<file path="src/rtl/dac_spi_pkg.sv">
// Shared types and field positions for the DAC SPI responder.
// Frames are {cmd, addr, data}; cmd and addr form an 8-bit header.
package dac_spi_pkg;

    // Commands the responder executes on a well-formed frame
    typedef enum logic [3:0] {
        CMD_WRITE_IN     = 4'h0,
        CMD_UPDATE       = 4'h1,
        CMD_WRITE_UPDATE = 4'h3,
        CMD_RESET        = 4'hF
    } dac_cmd_e;

    // Receiver FSM states
    typedef enum logic [1:0] {
        WAIT_IDLE = 2'd0,
        IDLE      = 2'd1,
        SHIFT     = 2'd2,
        COMMIT    = 2'd3
    } rx_state_e;

    // Bit positions of the cmd and addr fields inside the 8-bit frame header
    localparam int HEADER_BITS = 8;
    localparam int CMD_MSB     = 7;
    localparam int ADDR_MSB    = 3;

endpackage

</file>
<file path="src/rtl/dac_spi_receiver_sync.sv">
// Single-bit synchronizer with an edge-detect stage.
// All flops reset to 0, so a pin that is high at reset release produces
// a rise (never a fall) and an active-low select reads as "busy" until
// its synchronized level has actually been seen high.
module sync_edge_detect #(
    parameter int SYNC_STAGES = 2
) (
    input  logic clk,
    input  logic rst,
    input  logic d,
    output logic level,
    output logic rise,
    output logic fall
);

    logic [SYNC_STAGES-1:0] sync_q;
    logic                   prev_q;

    // Synchronizer chain followed by one flop holding the previous level
    always_ff @(posedge clk or posedge rst) begin
        if (rst) begin
            sync_q <= '0;
            prev_q <= 1'b0;
        end else begin
            sync_q <= {sync_q[SYNC_STAGES-2:0], d};
            prev_q <= sync_q[SYNC_STAGES-1];
        end
    end

    assign level = sync_q[SYNC_STAGES-1];
    assign rise  = level & ~prev_q;
    assign fall  = ~level & prev_q;

endmodule

</file>
<file path="src/rtl/dac_spi_receiver.sv">
// SPI DAC responder: oversamples cs_n/ldac_n/din/sclk on the system clock,
// deserializes {cmd, addr, data} frames MSB first and models the DAC input
// and output code registers.
module dac_spi_receiver
    import dac_spi_pkg::*;
#(
    parameter int FRAME_BITS  = 24,
    parameter int DATA_WIDTH  = 16,
    parameter int SYNC_STAGES = 2
) (
    input  logic                  clk,
    input  logic                  rst,
    input  logic                  dac_cs_n,
    input  logic                  dac_ldac_n,
    input  logic                  dac_din,
    input  logic                  dac_sclk,
    output logic                  frame_valid,
    output logic                  frame_error,
    output logic [3:0]            frame_cmd,
    output logic [3:0]            frame_addr,
    output logic [DATA_WIDTH-1:0] frame_data,
    output logic [DATA_WIDTH-1:0] input_code,
    output logic [DATA_WIDTH-1:0] dac_code,
    output logic                  dac_update
);

    // Counter holds up to FRAME_BITS+1 so over-long frames stay distinguishable
    localparam int CNT_W = $clog2(FRAME_BITS + 2);
    localparam logic [CNT_W-1:0] CNT_FULL = CNT_W'(FRAME_BITS);
    localparam logic [CNT_W-1:0] CNT_SAT  = CNT_W'(FRAME_BITS + 1);
    localparam logic [CNT_W-1:0] CNT_ONE  = CNT_W'(1);

    logic cs_level, cs_rise, cs_fall;
    logic sclk_rise, sclk_level_unused, sclk_fall_unused;
    logic din_sync, din_rise_unused, din_fall_unused;
    logic ldac_fall, ldac_level_unused, ldac_rise_unused;

    rx_state_e state, state_next;

    logic [FRAME_BITS-1:0] shift_reg;
    logic [CNT_W-1:0]      bit_cnt;

    logic [HEADER_BITS-1:0] header;
    logic [3:0]             cmd_field;
    logic [3:0]             addr_field;
    logic [DATA_WIDTH-1:0]  data_field;

    logic                  clear_frame;
    logic                  shift_en;
    logic                  latch_fields;
    logic                  frame_valid_next;
    logic                  frame_error_next;
    logic                  dac_update_next;
    logic [DATA_WIDTH-1:0] input_code_next;
    logic [DATA_WIDTH-1:0] dac_code_next;

    sync_edge_detect #(.SYNC_STAGES(SYNC_STAGES)) u_sync_cs (
        .clk   (clk),
        .rst   (rst),
        .d     (dac_cs_n),
        .level (cs_level),
        .rise  (cs_rise),
        .fall  (cs_fall)
    );

    sync_edge_detect #(.SYNC_STAGES(SYNC_STAGES)) u_sync_sclk (
        .clk   (clk),
        .rst   (rst),
        .d     (dac_sclk),
        .level (sclk_level_unused),
        .rise  (sclk_rise),
        .fall  (sclk_fall_unused)
    );

    sync_edge_detect #(.SYNC_STAGES(SYNC_STAGES)) u_sync_din (
        .clk   (clk),
        .rst   (rst),
        .d     (dac_din),
        .level (din_sync),
        .rise  (din_rise_unused),
        .fall  (din_fall_unused)
    );

    sync_edge_detect #(.SYNC_STAGES(SYNC_STAGES)) u_sync_ldac (
        .clk   (clk),
        .rst   (rst),
        .d     (dac_ldac_n),
        .level (ldac_level_unused),
        .rise  (ldac_rise_unused),
        .fall  (ldac_fall)
    );

    assign header     = shift_reg[FRAME_BITS-1 -: HEADER_BITS];
    assign cmd_field  = header[CMD_MSB -: 4];
    assign addr_field = header[ADDR_MSB -: 4];
    assign data_field = shift_reg[DATA_WIDTH-1:0];

    // FSM state register
    always_ff @(posedge clk or posedge rst) begin
        if (rst) begin
            state <= WAIT_IDLE;
        end else begin
            state <= state_next;
        end
    end

    // Next state, frame control and next values of the code registers
    always_comb begin
        state_next       = state;
        clear_frame      = 1'b0;
        shift_en         = 1'b0;
        latch_fields     = 1'b0;
        frame_valid_next = 1'b0;
        frame_error_next = 1'b0;
        dac_update_next  = 1'b0;
        input_code_next  = input_code;
        dac_code_next    = dac_code;

        case (state)
            WAIT_IDLE: begin
                if (cs_level) begin
                    state_next = IDLE;
                end
            end
            IDLE: begin
                if (cs_fall) begin
                    clear_frame = 1'b1;
                    state_next  = SHIFT;
                end
            end
            SHIFT: begin
                if (cs_rise) begin
                    state_next = COMMIT;
                end else if (sclk_rise) begin
                    shift_en = 1'b1;
                end
            end
            COMMIT: begin
                state_next = IDLE;
                if (bit_cnt == CNT_FULL) begin
                    latch_fields     = 1'b1;
                    frame_valid_next = 1'b1;
                    case (cmd_field)
                        CMD_WRITE_IN: begin
                            input_code_next = data_field;
                        end
                        CMD_UPDATE: begin
                            dac_code_next   = input_code;
                            dac_update_next = 1'b1;
                        end
                        CMD_WRITE_UPDATE: begin
                            input_code_next = data_field;
                            dac_code_next   = data_field;
                            dac_update_next = 1'b1;
                        end
                        CMD_RESET: begin
                            input_code_next = '0;
                            dac_code_next   = '0;
                            dac_update_next = 1'b1;
                        end
                        default: begin
                        end
                    endcase
                end else begin
                    frame_error_next = 1'b1;
                end
            end
            default: begin
                state_next = WAIT_IDLE;
            end
        endcase

        // LDAC copies the input register as it will be after this cycle, so
        // same-cycle writes are forwarded and a reset command still yields 0
        if (ldac_fall && (state != WAIT_IDLE)) begin
            dac_code_next   = input_code_next;
            dac_update_next = 1'b1;
        end
    end

    // Shift register and saturating bit counter
    always_ff @(posedge clk or posedge rst) begin
        if (rst) begin
            shift_reg <= '0;
            bit_cnt   <= '0;
        end else if (clear_frame) begin
            shift_reg <= '0;
            bit_cnt   <= '0;
        end else if (shift_en) begin
            shift_reg <= {shift_reg[FRAME_BITS-2:0], din_sync};
            if (bit_cnt != CNT_SAT) begin
                bit_cnt <= bit_cnt + CNT_ONE;
            end
        end
    end

    // Registered outputs: pulses, last valid frame fields and DAC codes
    always_ff @(posedge clk or posedge rst) begin
        if (rst) begin
            frame_valid <= 1'b0;
            frame_error <= 1'b0;
            dac_update  <= 1'b0;
            frame_cmd   <= '0;
            frame_addr  <= '0;
            frame_data  <= '0;
            input_code  <= '0;
            dac_code    <= '0;
        end else begin
            frame_valid <= frame_valid_next;
            frame_error <= frame_error_next;
            dac_update  <= dac_update_next;
            input_code  <= input_code_next;
            dac_code    <= dac_code_next;
            if (latch_fields) begin
                frame_cmd  <= cmd_field;
                frame_addr <= addr_field;
                frame_data <= data_field;
            end
        end
    end

endmodule

</file>
<file path="config.mk">
export PLATFORM = sky130hd
export DESIGN_NAME = dac_spi_receiver
export DESIGN_NICKNAME = d
export VERILOG_FILES = /design/src/rtl/dac_spi_pkg.sv /design/src/rtl/dac_spi_receiver_sync.sv /design/src/rtl/dac_spi_receiver.sv
export SDC_FILE = /design/constraint.sdc
export NUM_CORES = 1
export LEC_CHECK = 0
export BUFFER_PORTS_ARGS = -buffer_cell sky130_fd_sc_hd__buf_2
export CORE_ASPECT_RATIO = 0.7
export CORE_MARGIN = 1.5
export CORE_UTILIZATION = 40
export CTS_BUF_LIST = sky130_fd_sc_hd__clkbuf_4
export DETAILED_ROUTE_END_ITERATION = 8
export GPL_TIMING_DRIVEN = 0
export PLACE_DENSITY = 0.65
export SLEW_MARGIN = 0
export SYNTH_ARGS = -nofsm -noshare
export SYNTH_HDL_FRONTEND = slang
export SYNTH_SLANG_ARGS = --single-unit
</file>
<file path="constraint.sdc">
create_clock -name clk -period 3.15 [get_ports clk]
set_clock_uncertainty 0.05 [all_clocks]
set_input_delay 0.315 -clock clk [delete_from_list [all_inputs] [get_ports clk]]
set_output_delay 0.315 -clock clk [all_outputs]
set_load 0.05 [all_outputs]
</file>
==> impl_metrics.env, run 1 <==
export IMPL_yosysSeqAreaShare_pct=61.2
export IMPL_min_path_type="flip-flop to flip-flop"
export IMPL_antenna_cells=0
export IMPL_dp_hpwl_mm=6.52
export IMPL_cp_start_kind="flip-flop"
export IMPL_grt_max_degree=66
export IMPL_syn_avg_cell_area_um2=10.4
export IMPL_cts_max_path_buffers=2
export IMPL_dieArea_um2=10900
export IMPL_synth_edf_count=0
export IMPL_max_freq_mhz=338
export IMPL_synth_cell_types=35
export IMPL_critical_path_required_ns=3.45
export IMPL_rows=30
export IMPL_synth_top_area_share_pct=61.2
export IMPL_fp_dieH_um=88.0
export IMPL_ys_async_sr_fraction_pct=100
export IMPL_nets=490
export IMPL_cellPowerDensity_nw_per_um2=540
export IMPL_cts_made_buffers=9
export IMPL_ir_worst_vdd_uv=182
export IMPL_grt_pass1_wl_mm=15.3
export IMPL_firstDrtPassIters=5
export IMPL_yosysWarnings=0
export IMPL_cts_root_buffer="clkbuf_4"
export IMPL_postLayoutCellArea_um2=4850
export IMPL_end_kind="flip-flop"
export IMPL_max_slew_margin_pct=21.4
export IMPL_grt_use_total_pct=18.1
export IMPL_viasPerCell=5.27
export IMPL_area_delta_synth_final_pct=17.5
export IMPL_die_width_um=124
export IMPL_synthCells=395
export IMPL_ant_nets=0
export IMPL_via_count=3210
export IMPL_clk_pin_slew_ns=0.16
export IMPL_cp_buffers_inverters=2
export IMPL_status="complete, no violations"
export IMPL_drive_gt1_share_pct=19.3
export IMPL_fin_setup_tns_ns=0
export IMPL_portBuffers=64
export IMPL_grt_overflow=0
export IMPL_drc=0
export IMPL_setup_viol=0
export IMPL_coreArea_um2=9870
export IMPL_synth_seq_cells=101
export IMPL_p_total_mw=2.62
export IMPL_arrival_ns=3.26
export IMPL_rsz0062_at_grt="no"
export IMPL_maxCapViolCount=0
export IMPL_slew_violations=0
export IMPL_dpl_cell_area_um2=4640
export IMPL_drt_wl_total_mm=9.47
export IMPL_syn_area_um2=4130
export IMPL_crit_fanout=10
export IMPL_wire_per_inst_um=15.5
export IMPL_crit_chain="inv_1 > ha_1 > nor3b_1 > a31oi_1 > buf_2 > a221o_1"
export IMPL_drtIter0Drc=357
export IMPL_io_pins=65
export IMPL_synthFlopType="dfrtp_1"
export IMPL_p_leak_nw=2.53
export IMPL_fin_crit_sh_pct=93.9
export IMPL_antenna_found_initial=0
export IMPL_synth_nets=409
export IMPL_cpPeakStageDelay_ns=0.96
export IMPL_period_needed_ns=2.96
export IMPL_cts_tree="done"
export IMPL_synth_area_leader_cell="dfrtp_1"
export IMPL_worstSetupPathType="flip-flop to flip-flop"
export IMPL_hold_viol=0
export IMPL_slowest_stage="nor3b_1"
export IMPL_initial_core_util_pct=41.8
export IMPL_htreeDepth=3
export IMPL_clkLatencyLatePin_ns=0.46
export IMPL_netlist_top_cells_area="dfrtp_1 61%, nand2_1 11%, a21oi_1 3.2%, a221o_1 2.9%, a22oi_1 2.9%"
export IMPL_synthTopCellsByCount="123 x nand2_1, 101 x dfrtp_1, 26 x a21oi_1"
export IMPL_yosysMostFrequentCell="nand2_1"
export IMPL_grt_pass1_vias=2970
export IMPL_postCtsSetupBuffers=0
export IMPL_largest_reg_flops=24
export IMPL_routabilityCongestion=0.788
export IMPL_cpLargestDelayFamily="simple AND/OR/NAND/NOR gates"
export IMPL_cts_sinks=101
export IMPL_worst_pin_slew_ns=1.18
report_power, final:
part,internal [mW],switching [mW]
clock network,0.330,0.430
registers,1.37,0.0656
logic,0.132,0.293
total,1.83,0.789
through the flow:
| step | hold WS [ns] | std cells | setup slack [ns] | util, % |
|---|---|---|---|---|
| 2_1_floorplan | 0.281 | 395 | 0.138 | - |
| 3_3_place_gp | 0.284 | 587 | -1.01 | 46.7 |
| 3_5_place_dp | 0.286 | 588 | 0.233 | 47.0 |
| 4_1_cts | 0.313 | 609 | 0.176 | 49.1 |
| 5_1_grt | 0.316 | 609 | 0.00485 | 49.1 |
| 6_report | 0.293 | 609 | 0.193 | 49.1 |
timing repair:
item                      4_1_cts  5_1_grt
hold buffers                    5        0
gates resized for setup         0        0
hold endpoints to repair       40        0
cells by family after synthesis:
group / share of synthesized area, %
XOR/XNOR: 1.27
flip-flops: 61.2
adder cells (fa/ha/maj): 2.43
AO/OA/AOI/OAI: 13.9
AND/OR/NAND/NOR: 16.1
multiplexers: 0.758
buffers and inverters: 4.33
routing by layer:
| metal | vias up | global-route usage, % | part of all wire [%] |
|---|---|---|---|
| li1 | 1506 | - | - |
| met1 | 1562 | 26.9 | 50 |
| met2 | 130 | 25.4 | 41 |
| met3 | 12 | 5.07 | 7.3 |
| met4 | 0 | 5.85 | 1.3 |
| met5 | - | 0 | 0 |
layout by cell type, fill, tap and decap left out, types with 2 or more instances in the layout:
cell and n:
nand2_1 123, dfrtp_1 101, buf_2 69, a21oi_1 26, nor2_1 18, a22oi_1 16
clkbuf_1 15, inv_1 15, a22o_1 12, a221o_1 12, clkbuf_4 10, a221oi_1 8
ha_1 8, dlygate4sd3_1 5, xor2_1 4, buf_6 3, nor2b_1 2, nor3_1 2
mux2i_1 2, nand3_1 2, and4b_1 2, xnor2_1 2, nand4_1 2, clkinvlp_4 2
bufinv_16 2
path summary, 6_finish.rpt:
kind                                startpoint                  end  slack, ns  depth (start not counted)
max                                   state[0]          dac_code[4]       0.19                          6
min                        u_sync_cs.sync_q[0]  u_sync_cs.sync_q[1]       0.29                          0
max reg2reg                           state[0]          dac_code[4]       0.19                          6
min reg2reg                u_sync_cs.sync_q[0]  u_sync_cs.sync_q[1]       0.29                          0
max in group asynchronous                  rst        shift_reg[14]       2.02                          4
min in group asynchronous                  rst         frame_cmd[0]       0.37                          3
area by class of cell:
class,count,area [um2]
fill,920,5020
sequential,101,2530
multi-input combinational,254,1420
timing repair buffer,70,398
tap,128,160
buffer,23,115
clock inverter,6,87.6
clock buffer,10,75.1
inverter,17,66.3
worst register-to-register path, cell delays in order, from the launching register on:
cell and delay (ns):
dfrtp_1 0.44, inv_1 0.10, ha_1 0.24, nor3b_1 0.96, a31oi_1 0.39, buf_2 0.32, a221o_1 0.37
(Power assumes the default switching activity.)
==> run 2: changes to the inputs <==
Settings changed: CTS_CLUSTER_SIZE set to 25, SETUP_SLACK_MARGIN set to 0.5.
==> impl_metrics.env, run 2 (same netlist as run 1, synthesis figures left out) <==
export IMPL_grt_use_total_pct=18.0
export IMPL_grt_max_degree=43
export IMPL_worstSetupPathType="flip-flop to flip-flop"
export IMPL_via_count=3146
export IMPL_coreArea_um2=9870
export IMPL_viasPerCell=5.16
export IMPL_dieArea_um2=10900
export IMPL_layout_common_cells="123 x nand2_1, 101 x dfrtp_1, 69 x buf_2"
export IMPL_clk_pin_slew_ns=0.14
export IMPL_fin_setup_tns_ns=0
export IMPL_max_slew_margin_pct=45.6
export IMPL_rsz0062_at_grt="no"
export IMPL_dp_hpwl_mm=6.75
export IMPL_wire_per_inst_um=15.5
export IMPL_cts_root_buffer="clkbuf_4"
export IMPL_met1_usage_pct=26.7
export IMPL_ant_nets=0
export IMPL_htreeDepth=3
export IMPL_drc=0
export IMPL_min_path_type="flip-flop to flip-flop"
export IMPL_area_delta_synth_final_pct=18.3
export IMPL_grt_pass1_vias=3035
export IMPL_maxCapViolCount=0
export IMPL_largest_reg_flops=24
export IMPL_fin_crit_sh_pct=76.8
export IMPL_cts_max_path_buffers=2
export IMPL_grt_util_met2_pct=26.4
export IMPL_grt_pass1_wl_mm=15.5
export IMPL_grt_overflow=0
export IMPL_drt_wl_total_mm=9.47
export IMPL_clkLatencyLatePin_ns=0.45
export IMPL_cellPowerDensity_nw_per_um2=536
export IMPL_p_leak_nw=2.54
export IMPL_fillerInstances=910
export IMPL_period_needed_ns=2.42
export IMPL_cts_made_buffers=9
export IMPL_io_pins=65
export IMPL_final_common_cell="nand2_1"
export IMPL_fp_dieH_um=88.0
export IMPL_hold_viol=0
export IMPL_setup_viol=0
export IMPL_status="complete, no violations"
export IMPL_cts_tree="done"
export IMPL_firstDrtPassIters=4
export IMPL_slew_violations=0
export IMPL_end_kind="flip-flop"
export IMPL_ir_worst_vdd_uv=215
export IMPL_initial_core_util_pct=41.8
export IMPL_cp_start_kind="flip-flop"
export IMPL_cts_sinks=101
export IMPL_worst_pin_slew_ns=0.809
export IMPL_drive_gt1_share_pct=19.9
export IMPL_antenna_cells=0
export IMPL_critical_path_required_ns=3.45
export IMPL_grt_use_met3_pct=4.64
export IMPL_drtIter0Drc=286
export IMPL_nets=491
export IMPL_rows=30
export IMPL_crit_fanout=10
export IMPL_portBuffers=64
export IMPL_busiest_layer="met1"
export IMPL_antenna_found_initial=0
export IMPL_max_freq_mhz=413
export IMPL_seqCellArea_um2=2530
export IMPL_multi_input_area_um2=1440
export IMPL_arrival_ns=2.72
export IMPL_postCtsSetupBuffers=0
export IMPL_routabilityCongestion=0.800
export IMPL_die_width_um=124
export IMPL_whs_ns=0.317
==> run 2: path summary, 6_finish.rpt <==
| check | cells after the start | to | slack [ns] | start |
|---|---|---|---|---|
| setup / recovery | 8 | dac_code[14] | 0.73 | bit_cnt[0] |
| hold / removal | 0 | u_sync_ldac.sync_q[1] | 0.32 | u_sync_ldac.sync_q[0] |
| setup reg to reg | 8 | dac_code[14] | 0.73 | bit_cnt[0] |
| hold reg to reg | 0 | u_sync_ldac.sync_q[1] | 0.32 | u_sync_ldac.sync_q[0] |
| max in group asynchronous | 4 | shift_reg[4] | 2.11 | rst |
| min in group asynchronous | 3 | frame_error | 0.37 | rst |
==> run 2: area by class of cell <==
cell class | count | share of cell area (%)
flip-flops and latches | 101 | 51.8
multi-input cells | 254 | 29.5
repair buffers | 71 | 8.40
well taps | 128 | 3.28
plain buffers | 23 | 2.36
clock inverters | 7 | 1.97
clock buffers | 9 | 1.38
inverters | 17 | 1.38
==> run 2: per-layer routing <==
| metal | up-vias | part of all wire [%] |
|---|---|---|
| met5 | - | 0 |
| met3 | 6 | 8.1 |
| met1 | 1520 | 49 |
| met4 | 0 | 0.75 |
| met2 | 108 | 42 |
| li1 | 1512 | - |
==> run 2: power breakdown <==
| part | switching [mW] | leakage (nW) | internal, mW | total (mW) |
|---|---|---|---|---|
| Combinational | 0.291 | 1.09 | 0.136 | 0.427 |
| Sequential | 0.0655 | 1.37 | 1.37 | 1.43 |
| Clock | 0.432 | 0.0806 | 0.325 | 0.757 |
==> run 2: what timing repair did <==
| item | CTS | global route |
|---|---|---|
| hold buffers | 5 | 0 |
| cloned | 0 | 0 |
| hold endpoints to repair | 23 | 0 |
| resized for setup | 1 | 2 |
| setup endpoints to repair | 16 | 11 |
==> run 2: critical path, stage by stage, from the launching register on <==
cell and delay (ns):
dfrtp_1 0.46, inv_1 0.08, ha_1 0.13, and4b_1 0.25, nand2_2 0.18, nor4_4 0.44
buf_2 0.33, a22oi_1 0.14, a221oi_1 0.27
==> run 2: per-stage QoR <==
step	instance area, um2	util [%]	std cells	total power [mW]	setup WS [ns]
2_1_floorplan	4130	-	395	1.76	0.944
5_1_grt	4880	49.5	610	2.76	0.534
6_report	4880	49.5	610	2.62	0.731
3_3_place_gp	4610	46.7	587	1.85	0.344
3_5_place_dp	4650	47.1	589	1.88	0.280
4_1_cts	4870	49.3	610	2.65	0.587
